==> src/rtl/shift_engine.sv <==
// Full-duplex shift engine: loads a DW-bit word, shifts it out on sout while shifting sin in, then presents rx_data.
// Latency: load at edge 0, shifts on strobed edges, done pulse the cycle after the DW-th strobe, ld_ready one cycle later.
// Backpressure: ld_ready is high only in IDLE; ld_valid elsewhere is ignored, and enb=0 stalls the shift in place.
//
// Ports: clk/rst (async active-low), enb bit strobe, clr sync abort,
//        ld_valid/ld_ready/ld_data/ld_dir load handshake, sin/sout serial pair,
//        busy/done status, rx_data received word, bits_left remaining shifts,
//        rot rotate-mode select (only when SHIFT_ENGINE_ROTATE_EN is defined).
module shift_engine #(
  parameter int DW = 8,
  parameter int CW = $clog2(DW + 1)
) (
  input  logic          clk,
  input  logic          rst,
  input  logic          enb,
  input  logic          clr,
  input  logic          ld_valid,
  output logic          ld_ready,
  input  logic [DW-1:0] ld_data,
  input  logic          ld_dir,
  input  logic          sin,
  output logic          sout,
  output logic          busy,
  output logic          done,
  output logic [DW-1:0] rx_data,
  output logic [CW-1:0] bits_left
`ifdef SHIFT_ENGINE_ROTATE_EN
  ,
  input  logic          rot
`endif
);

  typedef enum logic [1:0] {
    IDLE  = 2'd0,
    SHIFT = 2'd1,
    DONE  = 2'd2
  } state_t;

  state_t        state_q, state_d;
  logic [DW-1:0] sh_q;
  logic [DW-1:0] rx_q;
  logic [CW-1:0] bits_left_q;
  logic          dir_q;       // 1 = right (LSB first), 0 = left (MSB first)
  logic          out_bit;
  logic          in_bit;
  logic          last_shift;

  // The bit leaving the register this strobe; also the rotate feedback bit.
  assign out_bit = dir_q ? sh_q[0] : sh_q[DW-1];

`ifdef SHIFT_ENGINE_ROTATE_EN
  logic rot_q;
  assign in_bit = rot_q ? out_bit : sin;
`else
  assign in_bit = sin;
`endif

  assign last_shift = (bits_left_q == CW'(1)) && enb;

  // State register
  always_ff @(posedge clk or negedge rst) begin
    if (!rst) begin
      state_q <= IDLE;
    end else begin
      state_q <= state_d;
    end
  end

  // Next-state logic; clr overrides everything
  always_comb begin
    state_d = state_q;
    if (clr) begin
      state_d = IDLE;
    end else begin
      case (state_q)
        IDLE:    if (ld_valid)   state_d = SHIFT;
        SHIFT:   if (last_shift) state_d = DONE;
        DONE:    state_d = IDLE;
        default: state_d = IDLE;
      endcase
    end
  end

  // Datapath
  always_ff @(posedge clk or negedge rst) begin
    if (!rst) begin
      sh_q        <= '0;
      rx_q        <= '0;
      bits_left_q <= '0;
      dir_q       <= 1'b0;
`ifdef SHIFT_ENGINE_ROTATE_EN
      rot_q       <= 1'b0;
`endif
    end else if (clr) begin
      // Abort keeps rx_data: it always reflects the last completed transfer.
      bits_left_q <= '0;
    end else begin
      case (state_q)
        IDLE: begin
          if (ld_valid) begin
            sh_q        <= ld_data;
            dir_q       <= ld_dir;
            bits_left_q <= CW'(DW);
`ifdef SHIFT_ENGINE_ROTATE_EN
            rot_q       <= rot;
`endif
          end
        end
        SHIFT: begin
          if (enb) begin
            if (dir_q) begin
              sh_q <= {in_bit, sh_q[DW-1:1]};
              if (last_shift) rx_q <= {in_bit, sh_q[DW-1:1]};
            end else begin
              sh_q <= {sh_q[DW-2:0], in_bit};
              if (last_shift) rx_q <= {sh_q[DW-2:0], in_bit};
            end
            bits_left_q <= bits_left_q - CW'(1);
          end
        end
        default: ;
      endcase
    end
  end

  // All outputs decoded from registered state only
  assign ld_ready  = (state_q == IDLE);
  assign busy      = (state_q != IDLE);
  assign done      = (state_q == DONE);
  assign sout      = (state_q == SHIFT) ? out_bit : 1'b0;
  assign rx_data   = rx_q;
  assign bits_left = bits_left_q;

endmodule

==> config.mk <==
export PLATFORM = sky130hd
export DESIGN_NAME = shift_engine
export DESIGN_NICKNAME = d
export VERILOG_FILES = /design/src/rtl/shift_engine.sv
export SDC_FILE = /design/constraint.sdc
export NUM_CORES = 1
export LEC_CHECK = 0
export BUFFER_PORTS_ARGS = -buffer_cell sky130_fd_sc_hd__buf_2
export CAP_MARGIN = 25
export CORE_MARGIN = 4
export CORE_UTILIZATION = 35
export DETAILED_ROUTE_END_ITERATION = 8
export SLEW_MARGIN = 20
export SYNTH_ARGS = -nofsm -noshare
export SYNTH_HDL_FRONTEND = slang
export SYNTH_SLANG_ARGS = --single-unit
==> constraint.sdc <==
create_clock -name clk -period 4 [get_ports clk]
set_input_delay 0.6 -clock clk [delete_from_list [all_inputs] [get_ports clk]]
set_output_delay 0.6 -clock clk [all_outputs]
set_load 0.02 [all_outputs]
==> results of run 1 <==
[layout make-up]
cell class / instances / area, sq um
sequential: 23 / 576
clock buffer: 3 / 22.5
multi-input combinational: 63 / 622
timing repair buffer: 30 / 150
tap: 46 / 57.6
clock inverter: 1 / 7.51
fill: 334 / 1940
inverter: 3 / 11.3
[worst max-delay path, stage by stage (launching register included)]
cell and delay, ns:
dfrtp_1 0.55, or2_2 0.38, inv_1 0.05, buf_2 0.15
[power by group through the flow]
stage                     combinational (uW)  clock, uW  sequential [uW]
final                                    194        112              321
after global routing                     211        127              329
after CTS                                197        119              321
after detailed placement                 197          0              327
after global placement                   191          0              324
after floorplan                          133          0              328
[per-layer routing]
metal  vias up  routed length [microns]  track usage  share of wire
li1        404                        -            -              -
met5         -                        0            0              0
met4         0                        0       0.0152              0
met1       418                     1100        0.156           0.44
met3         0                      148       0.0349          0.060
met2        23                     1230        0.196           0.49
[registers in the layout, summed over array words and instances (netlist names)]
register	count
dir_q	1
sh_q	8
bits_left	4
state_q	2
rx_data	8
[cells by family (layout without fill, tap and decap cells)]
kind of cell	after synthesis	count (layout)	synth area share
mux	36	36	0.323
simple gates	16	16	0.113
fa+ha+maj	2	2	0.0201
compound gates	9	9	0.0442
flops	23	23	0.462
buf+inv	8	37	0.0382
[worst min path at each step]
stage	from	endpoint	slack, ns
finish	rst	sh_q[5]$_DFFE_PN0P_	0.24
floorplan	rst	bits_left[0]$_DFFE_PN0P_	0.30
detailed placement	rx_data[2]$_DFFE_PN0P_	rx_data[2]$_DFFE_PN0P_	0.49
CTS	rst	sh_q[5]$_DFFE_PN0P_	0.24
global route	rst	rx_data[4]$_DFFE_PN0P_	0.26
global placement	rx_data[3]$_DFFE_PN0P_	rx_data[3]$_DFFE_PN0P_	0.49
[through the flow]
step | utilization | area [sq um] | hold slack [ns] | instances
floorplan | - | 1240 | 0.304 | 94
global placement | 0.418 | 1420 | 0.487 | 165
detailed placement | 0.418 | 1420 | 0.491 | 165
CTS | 0.427 | 1450 | 0.243 | 169
global route | 0.427 | 1450 | 0.260 | 169
finish | 0.427 | 1450 | 0.238 | 169
[placed cells by master, fill, tap and decap left out]
cell type	instances
mux2_2	33
buf_2	30
dfrtp_1	23
inv_1	3
mux2i_1	3
o21ai_0	3
clkbuf_4	3
nor3_4	2
nor3_1	2
a21oi_1	2
ha_1	2
or2_2	1
nor2b_1	1
nand2b_4	1
nor2_1	1
nor2b_4	1
nand4bb_1	1
or3_1	1
a211oi_1	1
a41oi_1	1
o21a_1	1
nor3b_1	1
nand4b_1	1
nand3b_1	1
a31oi_1	1
or4_1	1
nand3_1	1
clkinvlp_4	1
==> results.toml, run 1 <==
[route]
vias = 845
drt-vias-per-instance = 5.00
drcViolationCount = 0
drtIter0Drc = 38
totalWireLength_mm = 2.48
ant_nets = 0
wl_per_cell_microns = 14.7
drt-pass1-iter-count = 2

[floorplan]
die_x_microns = 67.6
rows = 21
die_h_microns = 67.6
start_util = 0.367
fp.dieArea_sq_um = 4580
core_area_sq_um = 3390
ioPinCount = 31

[power]
peakVddDrop_uv = 344
p_int_uw = 424
p_sw_uw = 203
clock_power_share = 0.179
pwr-share-seq = 0.512
pwr-share-comb = 0.310
leakage_uw = 0.000669
p_per_area_nw_per_um2 = 433
p_sw_frac = 0.324
p_total_uw = 627

[clocking]
tritoncts = "done"
clk_latency_ns = 0.32
cts_sinks = 23
cts_buffer_depth = 2
clk_pin_slew_ns = 0.14
post-cts-setup-buffers = 0
cts_hold_buf = 0
numCtsBuffers = 3
h-tree-depth = 1
clockRootBuffer = "clkbuf_4"
cts_resized = 0

[placed_design]
dp_hpwl_mm = 1.86
port_buffers = 30
dpl_worst_slack_ns = 2.12
gp_congestion = 0.770

[sta]
setup_viol = 0
rsz0062_at_grt = "no"
period_needed_ns = 2.04
layout_setup_ws_ns = 1.96
setup_tns_ns = 0
period_share = 0.510
fmaxAchievable_ghz = 0.491
hold_viol = 0
finalMaxSlewViolations = 0
slew_headroom = 0.621
tightest_slew_ns = 0.552
skew_ns = 0.0115

[global_routing]
first_global_vias = 844
grtUsageTotal = 0.118
grt_pass1_wl_mm = 4.05
grt_max_degree = 24
grt_overflow_total = 0
antenna_found_initial = 0

[synth]
synth_area_per_cell_sq_um = 13.2
ys_ff_latch = 23
ys_top_cells_by_area = "dfrtp_1 46%, mux2_2 30%, nor3_4 2.6%, mux2i_1 2.4%, ha_1 2.0%"
synth_top_area_frac = 0.462
synth_edf_count = 0
syn-instance-count = 94
syn_area_sq_um = 1240
synth.most_common_cell = "mux2_2"
ys_seq_area_frac = 0.462
synthArstFlopShare = 1.00
synth_ff_type = "dfrtp_1"
yosys_warnings = 0
ys_types = 28
yosys-top-cells-count = "33 x mux2_2, 23 x dfrtp_1, 3 x inv_1, 3 x mux2i_1, 3 x o21ai_0"
synth_fp_nets = 111
yosysTopAreaCell = "dfrtp_1"

[worst_setup_path]
rr_startpoint = "bits_left[1]$_DFFE_PN0P_"
crit_start = "state_q[1]$_DFFE_PN0P_"
critPathKind = "reg2out"
worstPathRequired_ns = 3.40
reg2regPathDepth = 5
cp-end-kind = "output port"
reg2reg_to = "rx_data[7]$_DFFE_PN0P_"
endpoint = "ld_ready"
reg2reg_slack_ns = 2.25
critPathMaxFanout = 11
cp_data_arrival_time_ns = 1.44
start_kind = "flop"

[layout]
n_antenna_cell = 0
drive_gt1_frac = 0.585
fin_nets = 141
syn_to_final_growth_pct = 16.2

[run_status]
status = "finished clean"

[run]
drv_cap = 0

[min_path]
hp-class = "in2async"
Power figures use the tool's default switching activity.
==> run 2: changes to the inputs <==
clock period = 1.8 ns   (was 4 ns; I/O delays follow)
==> run 2 against run 1 <==
Clock skew shrank 0.0057 ns. Critical path depth grew 3. Global-route usage grew 0.25 points. Via count grew 3.6%. Cell area grew 4.9%. Critical path type is now reg2reg.
==> results.toml, run 2 (synthesis results as in run 1) <==
[global_routing]
grt_max_degree = 24
grt_overflow_total = 0
antenna_found_initial = 0
grtUsageMet2 = 0.204
grtUsageMet3 = 0.0283
grt.busiest_layer = "met2"
grtUsageTotal = 0.121
grt_pass1_wl_mm = 4.22
grtUsageMet1 = 0.154
first_global_vias = 928

[placed_design]
port_buffers = 30
dp.cells = 172
gp_congestion = 0.777
placed_cell_area_sq_um = 1480
dp_hpwl_mm = 1.90

[route]
totalWireLength_mm = 2.48
drcViolationCount = 0
ant_nets = 0
drt-vias-per-instance = 4.94
vias = 875
drtIter0Drc = 38
wl_per_cell_microns = 14.0
drt-pass1-iter-count = 2

[clocking]
clk_latency_ns = 0.30
post-cts-setup-buffers = 0
cts_buffer_depth = 2
cts_hold_buf = 1
numCtsBuffers = 3
clk_pin_slew_ns = 0.13
h-tree-depth = 1
cts_sinks = 23
cts_resized = 0
tritoncts = "done"
clockRootBuffer = "clkbuf_4"

[floorplan]
start_util = 0.367
ioPinCount = 31
fp.dieArea_sq_um = 4580
die_h_microns = 67.6
die_x_microns = 67.6
core_area_sq_um = 3390
rows = 21

[layout]
final_common_cell = "mux2_2"
design_area_sq_um = 1520
regArea_sq_um = 576
syn_to_final_growth_pct = 21.9
n_antenna_cell = 0
post_layout_nonfiller_instances = 177
final_cell_mix = "33 x mux2_2, 30 x buf_2, 23 x dfrtp_1"
multi_input_area_sq_um = 622
drive_gt1_frac = 0.595
fin_nets = 149
n_fill_cell = 326

[worst_setup_path]
critPathMaxStageDelay_ns = 0.44
cp_slowest_cell = "dfrtp_1"
critPathMaxFanout = 9
start_kind = "flop"
critPathKind = "reg2reg"
worstPathRequired_ns = 2.00
cp_data_arrival_time_ns = 1.90
cp-end-kind = "flop"
path_cells = "inv_1 > ha_1 > nand4bb_1 > nor3_4 > buf_4 > mux2_2"

[sta]
period_share = 0.945
skew_ns = 0.00578
tightest_slew_ns = 0.511
finalMaxSlewViolations = 0
hold_viol = 0
slew_headroom = 0.659
rsz0062_at_grt = "no"
period_needed_ns = 1.70
setup_viol = 0
fmaxAchievable_ghz = 0.588
setup_tns_ns = 0

[power]
p_per_area_nw_per_um2 = 919
peakVddDrop_uv = 346
pwr-share-seq = 0.506
pwr-share-comb = 0.322
clock_power_share = 0.171
p_sw_frac = 0.312
p_sw_uw = 435
leakage_uw = 0.000714
p_int_uw = 960

[run]
drv_cap = 0

[run_status]
status = "finished clean"

[min_path]
hp-class = "in2reg"
[run 2: critical path, delay by kind of cell (launching register included)]
kind	cells	cell delay, ns
adders and majority gates	1	0.15
muxes	1	0.34
and+or+nand+nor	2	0.36
DFF	1	0.44
buffers and inverters	2	0.30
[run 2: worst paths after layout]
path	slack [ns]	cells past startpoint	endpoint	start
hold / removal	0.21	2	dir_q$_DFFE_PN0P_	ld_dir
max in group asynchronous	1.01	2	dir_q$_DFFE_PN0P_	rst
min in group asynchronous	0.45	2	sh_q[1]$_DFFE_PN0P_	rst
hold reg to reg	0.52	1	rx_data[5]$_DFFE_PN0P_	rx_data[5]$_DFFE_PN0P_
setup / recovery	0.1	6	rx_data[3]$_DFFE_PN0P_	bits_left[1]$_DFFE_PN0P_
setup reg to reg	0.1	6	rx_data[3]$_DFFE_PN0P_	bits_left[1]$_DFFE_PN0P_
[run 2: layout make-up]
class	instances	area share
Sequential cell	23	0.379
Inverter	3	0.00742
Tap cell	46	0.0379
Multi-Input combinational cell	63	0.410
Timing Repair Buffer	38	0.148
Clock buffer	4	0.0173
[run 2: per-layer routing]
| metal | share of wire | vias up | routed length [microns] |
|---|---|---|---|
| met2 | 0.49 | 21 | 1220 |
| met5 | 0 | - | 0 |
| met4 | 0.0040 | 0 | 10 |
| li1 | - | 418 | - |
| met1 | 0.45 | 434 | 1110 |
| met3 | 0.056 | 2 | 140 |
[run 2: stage by stage]
| step | setup WS [ns] | util | power (uW) | hold slack (ns) |
|---|---|---|---|---|
| floorplan | 0.149 | - | 1030 | -0.0256 |
| global placement | 0.153 | 0.437 | 1160 | 0.280 |
| detailed placement | 0.109 | 0.437 | 1180 | 0.282 |
| CTS | 0.0939 | 0.448 | 1420 | 0.197 |
| global route | 0.000311 | 0.448 | 1490 | 0.195 |
| finish | 0.0986 | 0.448 | 1390 | 0.206 |
[run 2: power groups by stage]
| stage | clock network [uW] | logic, uW | registers, uW |
|---|---|---|---|
| global route | 279 | 493 | 722 |
| floorplan | 0 | 296 | 729 |
| finish | 239 | 450 | 706 |
| detailed placement | 0 | 456 | 720 |
| global placement | 0 | 448 | 716 |
| CTS | 255 | 458 | 709 |
==> run 3: changes to the inputs <==
ABC_AREA = 1   (was default)
==> run 3 against run 2 <==
Sequential power fell by 3.1%. Power up 7.1%. Sequential share of layout area fell by 1.1 points. Highest routed layer unchanged. Worst setup slack improved by 0.046 ns.
==> results.toml, run 3 <==
[run_status]
status = "finished clean"

[route]
totalWireLength_mm = 2.92
ant_nets = 0
drt-pass1-iter-count = 4
wl_per_cell_microns = 11.2
drt-vias-per-instance = 4.47
vias = 1167
drcViolationCount = 0
drtIter0Drc = 58

[min_path]
hp-class = "in2reg"

[global_routing]
grtUsageTotal = 0.125
antenna_found_initial = 0
grt_max_degree = 24
first_global_vias = 1070
grt_overflow_total = 0
grt_pass1_wl_mm = 4.90

[layout]
regArea_sq_um = 576
syn_to_final_growth_pct = 19.5
final_common_cell = "nand2_1"
drive_gt1_frac = 0.247
n_antenna_cell = 0
final_cell_mix = "93 x nand2_1, 30 x buf_2, 23 x dfrtp_1"
fin_nets = 233
multi_input_area_sq_um = 621
n_fill_cell = 388

[synth]
synth_top_area_frac = 0.440
yosysTopAreaCell = "dfrtp_1"
syn-instance-count = 181
yosys_warnings = 0
synth_area_per_cell_sq_um = 7.23
ys_top_cells_by_area = "dfrtp_1 44%, nand2_1 27%, o21ai_0 4.6%, inv_1 4.6%, nand2_2 2.9%"
synth_fp_nets = 198
ys_types = 20
ys_seq_area_frac = 0.440
ys_ff_latch = 23
synth_ff_type = "dfrtp_1"
synth_edf_count = 0
yosys-top-cells-count = "93 x nand2_1, 23 x dfrtp_1, 16 x inv_1"
syn_area_sq_um = 1310
synth.most_common_cell = "nand2_1"
synthArstFlopShare = 1.00

[placed_design]
dpl_worst_slack_ns = 0.336
dp_hpwl_mm = 2.22
gp_congestion = 0.837
port_buffers = 30

[worst_setup_path]
cp_data_arrival_time_ns = 1.39
critPathMaxFanout = 10
worstPathRequired_ns = 1.53
start_kind = "flop"
cp-end-kind = "output port"
critPathKind = "reg2out"

[floorplan]
ioPinCount = 31
die_x_microns = 69.2
fp.dieArea_sq_um = 4780
die_h_microns = 69.2
rows = 21
core_area_sq_um = 3470
start_util = 0.377

[power]
p_sw_uw = 559
p_per_area_nw_per_um2 = 955
pwr-share-seq = 0.458
leakage_uw = 0.000926
clock_power_share = 0.216
pwr-share-comb = 0.326
peakVddDrop_uv = 471
p_int_uw = 934
p_sw_frac = 0.375

[sta]
fmaxAchievable_ghz = 0.604
setup_tns_ns = 0
setup_viol = 0
tightest_slew_ns = 0.519
slew_headroom = 0.654
period_share = 0.920
layout_setup_ws_ns = 0.145
period_needed_ns = 1.66
rsz0062_at_grt = "no"
hold_viol = 0
skew_ns = 0.00266
finalMaxSlewViolations = 0

[clocking]
cts_sinks = 23
cts_buffer_depth = 2
h-tree-depth = 1
cts_resized = 0
tritoncts = "done"
clk_latency_ns = 0.26
clockRootBuffer = "clkbuf_8"
numCtsBuffers = 3
clk_pin_slew_ns = 0.08

[run]
drv_cap = 0
[run 3: cell types whose count changed after synthesis, sizes merged, moves of 6 or more]
cell | previous run | this run
nand2 | 0 | 99
o21ai | 3 | 12
nand4 | 0 | 6
mux2 | 33 | 0
nor2 | 1 | 8
inv | 3 | 21
[run 3: worst paths after layout]
| check | endpoint | slack [ns] | start | cells past startpoint |
|---|---|---|---|---|
| worst max-delay path | sout | 0.14 | state_q[0]$_DFFE_PN0P_ | 5 |
| worst min-delay path | sh_q[4]$_DFFE_PN0P_ | 0.30 | ld_data[4] | 5 |
| worst max register to register | sh_q[0]$_DFFE_PN0P_ | 0.33 | state_q[0]$_DFFE_PN0P_ | 8 |
| worst min register to register | rx_data[2]$_DFFE_PN0P_ | 0.48 | rx_data[2]$_DFFE_PN0P_ | 2 |
| max in group asynchronous | rx_data[1]$_DFFE_PN0P_ | 0.94 | rst | 2 |
| min in group asynchronous | bits_left[1]$_DFFE_PN0P_ | 0.51 | rst | 2 |
[run 3: what timing repair did]
action                                  in CTS  in global routing
hold buffers                                 1                  0
endpoints found under the setup margin       0                  1
buffers inserted                             0                  1
endpoints found under the hold margin       23                  0
[run 3: routing by layer]
layer,wire [microns],vias up,share of wire,track usage
met5,0,-,0,0
met4,27,0,0.0093,0.0390
met3,128,2,0.044,0.0218
met2,1290,30,0.44,0.196
met1,1470,511,0.50,0.175
li1,-,624,-,-
[run 3: cell type report]
type | count | area share
Multi-Input combinational cell | 134 | 0.397
Clock buffer | 3 | 0.0264
Sequential cell | 23 | 0.368
Timing Repair Buffer | 33 | 0.112
Clock inverter | 1 | 0.00320
Tap cell | 46 | 0.0368
Inverter | 21 | 0.0568
[run 3: critical path, stage by stage, from the launching register on]
cell and delay (ns):
dfrtp_1 0.44, inv_2 0.07, nor2_4 0.22, inv_6 0.08, a211oi_2 0.14, buf_2 0.19
[run 3: power by group through the flow]
stage                     sequential, uW  clock, uW  combinational [uW]
final                                684        323                 486
after global routing                 696        350                 549
after CTS                            684        331                 484
after detailed placement             694          0                 481
after global placement               690          0                 482
after floorplan                      724          0                 307
[run 3: per-stage QoR]
stage	hold slack, ns	utilization	power [uW]	area, sq um	std cells
floorplan	-0.0256	-	1030	1310	181
global placement	0.283	0.433	1170	1500	255
detailed placement	0.277	0.433	1180	1500	255
CTS	0.296	0.449	1500	1560	260
global route	0.320	0.451	1600	1560	261
finish	0.296	0.451	1490	1560	261
[run 3: kinds of logic after synthesis]
| family | share of synthesized area |
|---|---|
| flops | 0.440 |
| buf+inv | 0.0860 |
| fa+ha+maj | 0.0191 |
| compound gates | 0.0554 |
| simple gates | 0.400 |
